[src/rtl/id_stage.sv]
// Instruction decode stage: register-source selection, hazard stall, branch resolution.
// Optional macro ID_FWD_EN enables es/ms/ws operand forwarding (load-use stall only).
module id_stage (
  input  logic         clk,
  input  logic         resetn,
  input  logic         fs_to_ds_valid,
  input  logic [63:0]  fs_to_ds_bus,
  output logic         ds_allowin,
  input  logic         es_allowin,
  output logic         ds_to_es_valid,
  output logic [132:0] ds_to_es_bus,
  output logic [33:0]  br_bus,
  output logic [4:0]   rf_raddr1,
  output logic [4:0]   rf_raddr2,
  input  logic [31:0]  rf_rdata1,
  input  logic [31:0]  rf_rdata2,
  input  logic [38:0]  es_fwd_bus,
  input  logic [37:0]  ms_fwd_bus,
  input  logic [37:0]  ws_fwd_bus
);

  // Handshake: a transfer happens on a rising edge where valid && allowin are both
  // high; a producer holds valid and payload steady until that edge, and allowin
  // may depend combinationally on the downstream allowin.
  logic        ds_valid;
  logic [63:0] ds_bus_q;
  logic        ds_ready_go;

  logic [31:0] inst;
  logic [31:0] pc;
  assign {inst, pc} = ds_bus_q;

  logic [5:0]  opcode;
  logic [4:0]  rs;
  logic [4:0]  rt;
  logic [4:0]  rd;
  logic [5:0]  funct;
  logic [15:0] imm;
  assign opcode = inst[31:26];
  assign rs     = inst[25:21];
  assign rt     = inst[20:16];
  assign rd     = inst[15:11];
  assign funct  = inst[5:0];
  assign imm    = inst[15:0];

  logic is_special, is_regimm, is_jr, is_jalr, is_bltz, is_bgez;
  logic is_j, is_jal, is_beq, is_bne, is_blez, is_bgtz, is_lui, is_store;
  assign is_special = (opcode == 6'h00);
  assign is_regimm  = (opcode == 6'h01);
  assign is_jr      = is_special && (funct == 6'h08);
  assign is_jalr    = is_special && (funct == 6'h09);
  assign is_bltz    = is_regimm && (rt == 5'd0);
  assign is_bgez    = is_regimm && (rt == 5'd1);
  assign is_j       = (opcode == 6'h02);
  assign is_jal     = (opcode == 6'h03);
  assign is_beq     = (opcode == 6'h04);
  assign is_bne     = (opcode == 6'h05);
  assign is_blez    = (opcode == 6'h06);
  assign is_bgtz    = (opcode == 6'h07);
  assign is_lui     = (opcode == 6'h0f);
  assign is_store   = (opcode[5:2] == 4'b1010);

  logic rs_used, rt_used, is_br_jmp;
  assign rs_used   = !(is_j || is_jal || is_lui);
  assign rt_used   = is_special || is_beq || is_bne || is_store;
  assign is_br_jmp = is_beq || is_bne || is_bgez || is_bltz || is_bgtz || is_blez ||
                     is_j || is_jal || is_jr || is_jalr;

  logic [4:0] dest;
  always_comb begin
    dest = rt;
    if (is_jal)
      dest = 5'd31;
    else if (is_jr)
      dest = 5'd0;
    else if (is_special)
      dest = rd;
    else if (is_regimm || is_beq || is_bne || is_blez || is_bgtz || is_j || is_store)
      dest = 5'd0;
  end

  assign rf_raddr1 = rs;
  assign rf_raddr2 = rt;

  function automatic logic src_hit(input logic wr, input logic [4:0] d, input logic [4:0] src);
    return wr && (d != 5'd0) && (d == src);
  endfunction

  logic es_rs_hit, es_rt_hit, ms_rs_hit, ms_rt_hit, ws_rs_hit, ws_rt_hit;
  assign es_rs_hit = src_hit(es_fwd_bus[38], es_fwd_bus[36:32], rs);
  assign es_rt_hit = src_hit(es_fwd_bus[38], es_fwd_bus[36:32], rt);
  assign ms_rs_hit = src_hit(ms_fwd_bus[37], ms_fwd_bus[36:32], rs);
  assign ms_rt_hit = src_hit(ms_fwd_bus[37], ms_fwd_bus[36:32], rt);
  assign ws_rs_hit = src_hit(ws_fwd_bus[37], ws_fwd_bus[36:32], rs);
  assign ws_rt_hit = src_hit(ws_fwd_bus[37], ws_fwd_bus[36:32], rt);

  logic [31:0] rs_value;
  logic [31:0] rt_value;

`ifdef ID_FWD_EN
  // Youngest producer wins; only an in-flight load in EX cannot be bypassed.
  assign rs_value = es_rs_hit ? es_fwd_bus[31:0] :
                    ms_rs_hit ? ms_fwd_bus[31:0] :
                    ws_rs_hit ? ws_fwd_bus[31:0] : rf_rdata1;
  assign rt_value = es_rt_hit ? es_fwd_bus[31:0] :
                    ms_rt_hit ? ms_fwd_bus[31:0] :
                    ws_rt_hit ? ws_fwd_bus[31:0] : rf_rdata2;
  assign ds_ready_go = !(es_fwd_bus[37] && ((rs_used && es_rs_hit) || (rt_used && es_rt_hit)));
`else
  assign rs_value = rf_rdata1;
  assign rt_value = rf_rdata2;
  assign ds_ready_go = !((rs_used && (es_rs_hit || ms_rs_hit || ws_rs_hit)) ||
                         (rt_used && (es_rt_hit || ms_rt_hit || ws_rt_hit)));
  logic unused_fwd;
  assign unused_fwd = ^{es_fwd_bus[37], es_fwd_bus[31:0], ms_fwd_bus[31:0], ws_fwd_bus[31:0]};
`endif

  assign ds_allowin     = !ds_valid || (ds_ready_go && es_allowin);
  assign ds_to_es_valid = ds_valid && ds_ready_go;
  assign ds_to_es_bus   = {inst, rs_value, rt_value, dest, pc};

  logic [31:0] pc_plus4;
  logic [31:0] br_off;
  logic [31:0] target;
  logic        cond;
  assign pc_plus4 = pc + 32'd4;
  assign br_off   = {{14{imm[15]}}, imm, 2'b00};

  always_comb begin
    target = pc_plus4 + br_off;
    cond   = 1'b0;
    if (is_beq)       cond = (rs_value == rt_value);
    else if (is_bne)  cond = (rs_value != rt_value);
    else if (is_bgez) cond = !rs_value[31];
    else if (is_bltz) cond = rs_value[31];
    else if (is_bgtz) cond = !rs_value[31] && (rs_value != 32'd0);
    else if (is_blez) cond = rs_value[31] || (rs_value == 32'd0);
    if (is_j || is_jal) begin
      target = {pc_plus4[31:28], inst[25:0], 2'b00};
      cond   = 1'b1;
    end else if (is_jr || is_jalr) begin
      target = rs_value;
      cond   = 1'b1;
    end
  end

  logic br_taken;
  logic br_stall;
  assign br_taken = ds_valid && ds_ready_go && es_allowin && cond;
  assign br_stall = ds_valid && is_br_jmp && !ds_ready_go;
  // Target is zeroed outside the taken cycle so the bus reads all-zero in reset.
  assign br_bus   = {br_stall, br_taken, br_taken ? target : 32'd0};

  always_ff @(posedge clk or negedge resetn) begin
    if (!resetn) begin
      ds_valid <= 1'b0;
      ds_bus_q <= 64'd0;
    end else if (ds_allowin) begin
      ds_valid <= fs_to_ds_valid;
      if (fs_to_ds_valid)
        ds_bus_q <= fs_to_ds_bus;
    end
  end

endmodule

[config.mk]
export PLATFORM = sky130hd
export DESIGN_NAME = id_stage
export DESIGN_NICKNAME = d
export VERILOG_FILES = /design/src/rtl/id_stage.sv
export SDC_FILE = /design/constraint.sdc
export NUM_CORES = 1
export LEC_CHECK = 0
export BUFFER_PORTS_ARGS = -buffer_cell sky130_fd_sc_hd__buf_2
export CELL_PAD_IN_SITES_DETAIL_PLACEMENT = 0
export CELL_PAD_IN_SITES_GLOBAL_PLACEMENT = 1
export CORE_ASPECT_RATIO = 0.6
export CORE_UTILIZATION = 31
export CTS_CLUSTER_DIAMETER = 60
export DETAILED_ROUTE_END_ITERATION = 6
export HOLD_SLACK_MARGIN = 0.02
export PLACE_DENSITY_LB_ADDON = 0.25
export RECOVER_POWER = 25
export SETUP_SLACK_MARGIN = 0.15
export SLEW_MARGIN = 30
export SYNTH_ARGS = -nofsm -noshare
export SYNTH_HDL_FRONTEND = slang
export SYNTH_SLANG_ARGS = --single-unit
[constraint.sdc]
create_clock -name clk -period 4.5 [get_ports clk]
set_input_delay 0.9 -clock clk [delete_from_list [all_inputs] [get_ports clk]]
set_output_delay 0.9 -clock clk [all_outputs]
set_load 0.02 [all_outputs]
## After elaboration in Yosys (flattened, before gate mapping)

Index checks and enable logic that the tools add are counted.

- Word-level logic and storage cells: 101
- Flip-flop bits (word level): 65
- Output and inout bits: 179
- Input bits: 247

- Add/sub/neg operators: 2
- Reduce and logical (&&, ||, !) cells: 62
- Equality and inequality tests: 20
- Muxes and demuxes: 15

Operator list:

| operator | number |
|---|---|
| $mux 32 | 3 |
| $add 32x3->32 const B | 1 |
| $add 32x32->32 | 1 |
| $eq 32x32->1 | 1 |
| $logic_not 32->1 | 1 |
| $ne 32x32->1 | 1 |
| $reduce_bool 32->1 | 1 |
| $eq 5x5->1 | 6 |
| $logic_or 1x1->1 | 28 |
| $eq 6x3->1 const B | 4 |
| $logic_and 1x1->1 | 22 |
| $mux 5 | 4 |
| $eq 6x4->1 const B | 3 |
| $reduce_bool 5->1 | 3 |
| $eq 6x2->1 const B | 2 |
| $mux 1 | 8 |
| $eq 6x1->1 const B | 1 |
| $logic_not 6->1 | 1 |
| $eq 5x1->1 const B | 1 |
| $logic_not 5->1 | 1 |
| $eq 4x4->1 const B | 1 |
| $logic_not 1->1 | 4 |
| $reduce_and 2->1 | 1 |

## Depth between registers and ports, before layout

Gate-level depths: netlist (run 1).

- Depth in word-level cells: 12
- Mapped depth: 16
- Depth with buffers taken out: 16

## Worst setup path after synthesis (run 1)

Ideal clock, no wire load.

- Path kind: flip-flop to output port
- Start: reg ds_bus_q[8]
- End: out br_bus[31]
- Required time: 3.600 ns
- Path buffers: 0
- Stages on the path, launching flop included: 17
- Slack: -0.123 ns
- Data arrival time: 3.723 ns
- Path through: dfrtp_1 -> and4_1 -> and4_1 -> nand3_1 -> nor2_1 -> nand3_1 -> xnor2_1 -> ha_1 -> nor2_1 -> a211oi_1 -> a31oi_1 -> a311oi_1 -> o41ai_2 -> o21ai_1 -> a21oi_1 -> xnor2_1 -> a211oi_1

- Cells in the longest elaborated chain, start to end: 5

Ends and longest elaborated chain:

| item | line | text |
|---|---|---|
| from (decl) | 26 | `logic [63:0] ds_bus_q;` |
| from (signal assigned) | 161 | `ds_bus_q <= fs_to_ds_bus;` |
| $add 32x3->32 * | 126 | `assign pc_plus4 = pc + 32'd4;` |
| $add 32x32->32 | 130 | `target = pc_plus4 + br_off;` |
| $mux 32 | 141 | `end else if (is_jr \|\| is_jalr) begin` |
| $mux 32 * | 138 | `if (is_j \|\| is_jal) begin` |
| $mux 32 * | 152 | `assign br_bus = {br_stall, br_taken, br_taken ? target : 32'd0};` |
| to (decl) | 12 | `output logic [33:0] br_bus,` |

Mark *: on every way between the ends. The rest lies on a longest branch, timed or not.

## Worst setup path in the final report (run 1)

- Start: reg ds_bus_q[9]
- End: out br_bus[29]

Same word-level chain as after synthesis.

==> results of run 1 <==
timing repair:
action / in CTS / in global routing
setup endpoints to repair: 20 / 24
gates resized for setup: 85 / 81
buffers inserted: 15 / 9
pin swaps: 73 / 51
registers in the layout, indices dropped and copies added, names as in the netlist:
register	count
ds_valid	1
ds_bus_q	64
kinds of logic after synthesis:
family | after synthesis
DFF | 65
AOI/OAI and AO/OA | 148
and+or+nand+nor | 233
xor gates and xnor gates | 117
muxes | 66
buffers and inverters | 123
adders and majority gates | 36
worst max path at each step:
stage / slack (ns) / startpoint / cells past startpoint / to
floorplan: 0.16 / ds_bus_q[5] / 16 / br_bus[30]
global placement: -0.24 / ds_bus_q[9] / 19 / br_bus[31]
detailed placement: -0.32 / ds_bus_q[8] / 18 / br_bus[29]
CTS: -0.35 / ds_bus_q[9] / 17 / br_bus[29]
global route: -0.42 / ds_bus_q[6] / 15 / br_bus[30]
finish: -0.28 / ds_bus_q[9] / 17 / br_bus[29]
per-layer routing:
metal  track usage [%]  vias up
met5                 0        -
met3             5.551       19
met4             4.360        2
li1                  -     3462
met2             36.42      293
met1             37.55     3501
metrics by stage:
| step | instances | worst slack (ns) | power [mW] |
|---|---|---|---|
| detailed placement | 1407 | -0.3192 | 3.403 |
| floorplan | 788 | 0.1579 | 2.531 |
| CTS | 1438 | -0.3482 | 4.355 |
| finish | 1448 | -0.2757 | 4.627 |
| global route | 1447 | -0.4205 | 4.933 |
| global placement | 1407 | -0.2434 | 3.394 |
Yosys cell counts (3+ instances only):
library cell	count
a211oi_1	13
a21o_1	14
a21oi_1	27
a22oi_1	5
a311oi_1	10
a31oi_1	5
and2_1	6
and3_1	8
and4_1	5
buf_1	3
buf_2	6
buf_4	77
buf_6	7
clkbuf_1	14
dfrtp_1	65
ha_1	35
inv_1	15
mux2_1	4
mux2_4	60
nand2_1	61
nand2b_1	6
nand3_1	28
nand4_1	13
nor2_1	46
nor2_2	3
nor3_1	9
nor4_1	27
o211ai_1	13
o21a_1	4
o21ai_0	23
o21ai_1	6
o21bai_1	5
o22ai_1	4
or3_1	3
or4_1	3
xnor2_1	60
xor2_1	57
layout make-up:
cell class | count | area share [%]
antenna | 1 | 0.02402
clock buffer | 10 | 2.198
clock inverter | 6 | 0.4203
inverter | 16 | 0.5764
multi-input combinational | 600 | 52.24
sequential | 65 | 15.73
tap | 308 | 3.699
timing repair buffer | 442 | 25.11
power groups by stage:
| stage | clock, mW | sequential [mW] | combinational (mW) |
|---|---|---|---|
| after floorplan | 0 | 0.987 | 1.54 |
| after global placement | 0 | 0.902 | 2.49 |
| after detailed placement | 0 | 0.902 | 2.50 |
| after CTS | 0.698 | 0.896 | 2.76 |
| after global routing | 0.720 | 0.925 | 3.29 |
| final | 0.671 | 0.904 | 3.05 |
==> impl_metrics.tcl, run 1 <==
set metrics [dict create \
    status "finished, violations left" \
    failed_checks "max-capacitance violations, max-slew violations, negative setup slack" \
    final_nets 1417 \
    maxSlewViolCount 66 \
    firstDrtPassIters 5 \
    p_leak_nw 4.998 \
    fin_util_pct 46.76 \
    core_sq_mm 0.02228 \
    grt_setup_unrepaired "yes" \
    power_frac_seq_pct 19.5 \
    synth_top_cell_by_area "dfrtp_1" \
    port-buffer-count 328 \
    place_congestion 0.8924 \
    synth-xor-area-share_pct 14.40 \
    slowest_delay_ns 0.40 \
    post_drt_wl_per_cell_um 20.72 \
    end_kind "primary output" \
    critical-path-slowest-cell "a311oi_4" \
    route.detailed.drc 0 \
    cp.required_ns 3.60 \
    combPwrFrac_pct 66.0 \
    drt_wl_total_um 30000 \
    path_clk_slew_ns 0.06 \
    die-height_um 119.4 \
    clk_latency_ns 0.35 \
    arrival_ns 3.88 \
    critPathMaxFanout 3 \
    grt_overflow 0 \
    drive_gt1_share_pct 56.37 \
    worst-r2r-setup-slack_ns 1.38 \
    ios 426 \
    hold_end "ds_bus_q[0]" \
    synthAdderAreaFrac_pct 6.433 \
    synthCells 788 \
    yosysSeqAreaShare_pct 22.85 \
    worstRegToRegCells 9 \
    area_growth_syn_to_layout_pct 46.37 \
    netlist_area_sq_mm 0.007118 \
    multi_input_area_sq_mm 0.005443 \
    cts-hold-fix-buffers 0 \
    via_per_inst 5.026 \
    power.share.clock_pct 14.5 \
    clockBufferDepth 2 \
    cts_buffers 9 \
    drv_cap 1 \
    setup_viol_count_final 13 \
    wl_met3_um 2163 \
    ant_nets 0 \
    yosys-top-cells-area "dfrtp_1 (23%), mux2_4 (13%), buf_4 (8.1%)" \
    switching_share_pct 45.21 \
    ys_async_sr_fraction_pct 100.0 \
    fin_skew_ns 0.003150 \
    netlist.area_leader.share_pct 22.85 \
    syn_nets 1071 \
    grt_pass1_vias 6903 \
    antenna_found_initial 2 \
    p_int_mw 2.535 \
    yosys_warnings 0 \
    ys_types 67 \
    p_sw_mw 2.092 \
    drt-met1-wl_um 14700 \
    cp.buffers_inverters 3 \
    cts-root-buf "clkbuf_16" \
    grt_pass1_wl_um 43610 \
    period_minus_slack_ns 4.776 \
    grt_start_max_net_pins 66 \
    htreeDepth 3 \
    pwr_density_cell_mw_per_mm2 444.1 \
    fmax_mhz 209.4 \
    critical_path.top_delay_family "simple AND/OR/NAND/NOR gates" \
    min_from "ds_bus_q[0]" \
    layout_common_cells "buf_2 (304), buf_4 (110), mux2_4 (60), nand2_1 (55), dfrtp_1 (55)" \
    cts.sinks 65 \
    placed_area_sq_mm 0.009148 \
    fin_hold_ws_ns 0.5472 \
    slew_headroom_pct -108.1 \
    die_w_um 197.6 \
    cts_tree "yes" \
    rows 42 \
    timing.final.hold_violations 0 \
    wl_met2_um 12810 \
    setup_tns_ns -1.812 \
    critPathKind "reg -> out" \
    layout.area.seq_sq_mm 0.001639 \
    synth_compound_area_share_pct 14.61 \
    fin_ws_ns -0.2757 \
    peakVddDrop_mv 0.2043 \
    final_common_cell "buf_2" \
    crit_path_start_kind "register" \
    rr_startpoint "ds_bus_q[51]" \
    initial_utilization_pct 31.95 \
    final.period_utilization_pct 106.1 \
    gr-usage-all-layers_pct 25.04 \
    ys_ff_latch 65 \
    fp.dieArea_sq_mm 0.02359 \
    synth_top_family_by_area "simple AND/OR/NAND/NOR gates" \
    fill_cells 2245 \
    synth-edff-count 0 \
    worst_pin_slew_ns 3.122 \
    muxShareOfSynthArea_pct 13.57 \
    dp_hpwl_um 24220 \
    fin_area_sq_mm 0.01042 \
    hp-class "reg -> reg" \
    drtIter0Drc 415 \
    ys.flop_type "dfrtp_1" \
    path_cells "and4_4 -> buf_4 -> buf_6 -> and3_4 -> nand3_2 -> xnor2_4 -> ha_4 -> and4_4 -> and3_4 -> nand3_4 -> a311oi_4 -> o41ai_2 -> o211ai_1 -> xor2_1 -> mux2i_1 -> o22ai_2 -> buf_6" \
    vias 7277 \
    r2r-end "ds_bus_q[41]" \
    syn_avg_cell_area_sq_um 9.033 \
    synth_simple_gate_area_share_pct 16.75 \
    top_layer "met5" \
    hold_depth 1 \
]
(Power assumes the default switching activity.)
==> run 2: changes to the inputs <==
clock period = 5.4 ns   (was 4.5 ns; I/O delays follow)
==> run 2 against run 1 <==
  * The flow now finishes without violations
  * Hold slack better by 0.016 ns
  * Register-to-register slack better by 0.70 ns
  * Sequential power is 13% lower
  * Non-clock buffer count is 75 lower
  * Critical path type unchanged
  * Largest cell class unchanged
==> impl_metrics.tcl, run 2 (synthesis results as in run 1) <==
set metrics [dict create \
    status "completed" \
    htreeDepth 3 \
    arrival_ns 3.99 \
    dp_cells 1331 \
    rows 42 \
    layout_common_cells "buf_2 (314), nand2_1 (61), mux2_4 (60), dfrtp_1 (59), xor2_1 (56)" \
    p_sw_mw 1.570 \
    combPwrFrac_pct 58.0 \
    final_cells 1372 \
    fmax_mhz 197.3 \
    power.share.clock_pct 19.6 \
    layout_top_registers "ds_bus_q (64), ds_valid (1)" \
    critical_path.top_delay_family "compound AO/OA/AOI/OAI gates" \
    drive_gt1_share_pct 47.46 \
    cts-root-buf "clkbuf_16" \
    cp.buffers_inverters 2 \
    period_minus_slack_ns 5.069 \
    vias 6895 \
    clk_latency_ns 0.36 \
    placed_area_sq_mm 0.008544 \
    critPathKind "reg -> out" \
    p_int_mw 1.943 \
    fin_ws_ns 0.3307 \
    core_sq_mm 0.02228 \
    dp_hpwl_um 23030 \
    regMostFlops "ds_bus_q" \
    fin_util_pct 42.12 \
    crit_path_start_kind "register" \
    fin_skew_ns 0.009326 \
    grt_start_max_net_pins 66 \
    power_frac_seq_pct 22.4 \
    fin_hold_ws_ns 0.5636 \
    switching_share_pct 44.68 \
    fill_cells 2322 \
    area_growth_syn_to_layout_pct 31.85 \
    grt_setup_unrepaired "yes" \
    critical-path-slowest-cell "dfrtp_2" \
    cts-hold-fix-buffers 0 \
    grt_pass1_wl_um 41660 \
    cp.required_ns 4.32 \
    cts_buffers 9 \
    timing.final.hold_violations 0 \
    final_common_cell "buf_2" \
    drv_cap 0 \
    via_per_inst 5.026 \
    cts_tree "yes" \
    cts.sinks 65 \
    initial_utilization_pct 31.95 \
    power.total_mw 3.513 \
    gr-usage-all-layers_pct 23.92 \
    port-buffer-count 328 \
    drtIter0Drc 370 \
    end_kind "primary output" \
    fin_area_sq_mm 0.009385 \
    drt_wl_total_um 28730 \
    pwr_density_cell_mw_per_mm2 374.3 \
    place_ws_ns 0.2450 \
    maxSlewViolCount 0 \
    ios 426 \
    die-height_um 119.4 \
    worst_pin_slew_ns 0.8798 \
    antenna_cells 0 \
    slowest_delay_ns 0.48 \
    p_leak_nw 4.545 \
    final_nets 1342 \
    setup_viol_count_final 0 \
    setup_tns_ns 0 \
    grt_overflow 0 \
    route.detailed.drc 0 \
    final.period_utilization_pct 93.88 \
    ant_nets 0 \
    slew_headroom_pct 41.35 \
    hp-class "reg -> reg" \
    clockBufferDepth 2 \
    peakVddDrop_mv 0.1726 \
    largest_register_ff_count 64 \
    path_clk_slew_ns 0.06 \
    die_w_um 197.6 \
    path_cells "ha_1 -> nand2_1 -> xnor2_2 -> ha_1 -> a2111oi_0 -> o21ai_1 -> nand3_1 -> a311oi_2 -> buf_4 -> o41ai_4 -> o211ai_1 -> xor2_1 -> mux2i_1 -> o22ai_1 -> buf_4" \
    post_drt_wl_per_cell_um 20.94 \
    place_congestion 0.9002 \
    antenna_found_initial 1 \
    firstDrtPassIters 7 \
    grt_pass1_vias 6448 \
    fp.dieArea_sq_mm 0.02359 \
    critPathMaxFanout 5 \
]
-- run 2: cell types whose count changed in the layout (fill, tap and decap cells not counted), moves of 5 or more --
cell / change
xnor2_2: -5
a21oi_1: +7
nand2_1: +6
buf_2: +10
o21ai_0: +5
xnor2_1: +9
buf_6: -18
a211oi_1: +6
a21oi_2: -6
a211oi_2: -5
buf_4: -71
-- run 2: per-layer routing --
metal  vias up  global-route usage, %  share of wire [%]  routed length, um
met4         2                  4.312               0.92                265
li1       3300                      -                  -                  -
met3        20                  6.854                7.5               2152
met1      3329                  35.59                 49              14170
met5         -                      0              0.045                 13
met2       244                  33.80                 42              12120
-- run 2: final cells by class --
class | instances | area, sq um | share of cell area [%]
multi-input cells | 600 | 4994 | 53.21
repair buffers | 367 | 1973 | 21.02
flip-flops and latches | 65 | 1634 | 17.41
well taps | 308 | 385.4 | 4.106
clock buffers | 11 | 252.7 | 2.693
clock inverters | 5 | 86.33 | 0.9199
inverters | 16 | 60.06 | 0.6399
-- run 2: path summary, 6_finish.rpt --
check,from,to,slack (ns),cells past startpoint
min reg2reg,ds_bus_q[31],ds_bus_q[31],0.56,1
max in group asynchronous,resetn,ds_bus_q[15],4.15,1
min,ds_bus_q[31],ds_bus_q[31],0.56,1
max,ds_bus_q[2],br_bus[29],0.33,15
min in group asynchronous,resetn,ds_bus_q[0],0.72,1
max reg2reg,ds_bus_q[48],ds_bus_q[17],2.08,10
-- run 2: timing repair --
item,4_1_cts,5_1_grt
pin swaps,3,25
resized for setup,13,56
endpoints found under the setup margin,7,9
setup buffers,5,20
-- run 2: power by group through the flow --
stage	Sequential, mW	Combinational (mW)	Clock [mW]
floorplan	0.820	1.28	0
global placement	0.785	1.86	0
detailed placement	0.785	1.86	0
CTS	0.777	1.91	0.706
global route	0.804	2.21	0.723
finish	0.787	2.04	0.688
-- run 2: worst register-to-register path, stage by stage, from the launching register on --
cell and delay (ns):
dfrtp_1 0.65, xnor2_1 0.18, nand3_1 0.10, nor4_1 0.33
nor3_1 0.10, o32a_2 0.40, nand2_2 0.09, nand2_4 0.06
nand2_4 0.49, buf_12 0.37, mux2_1 0.41
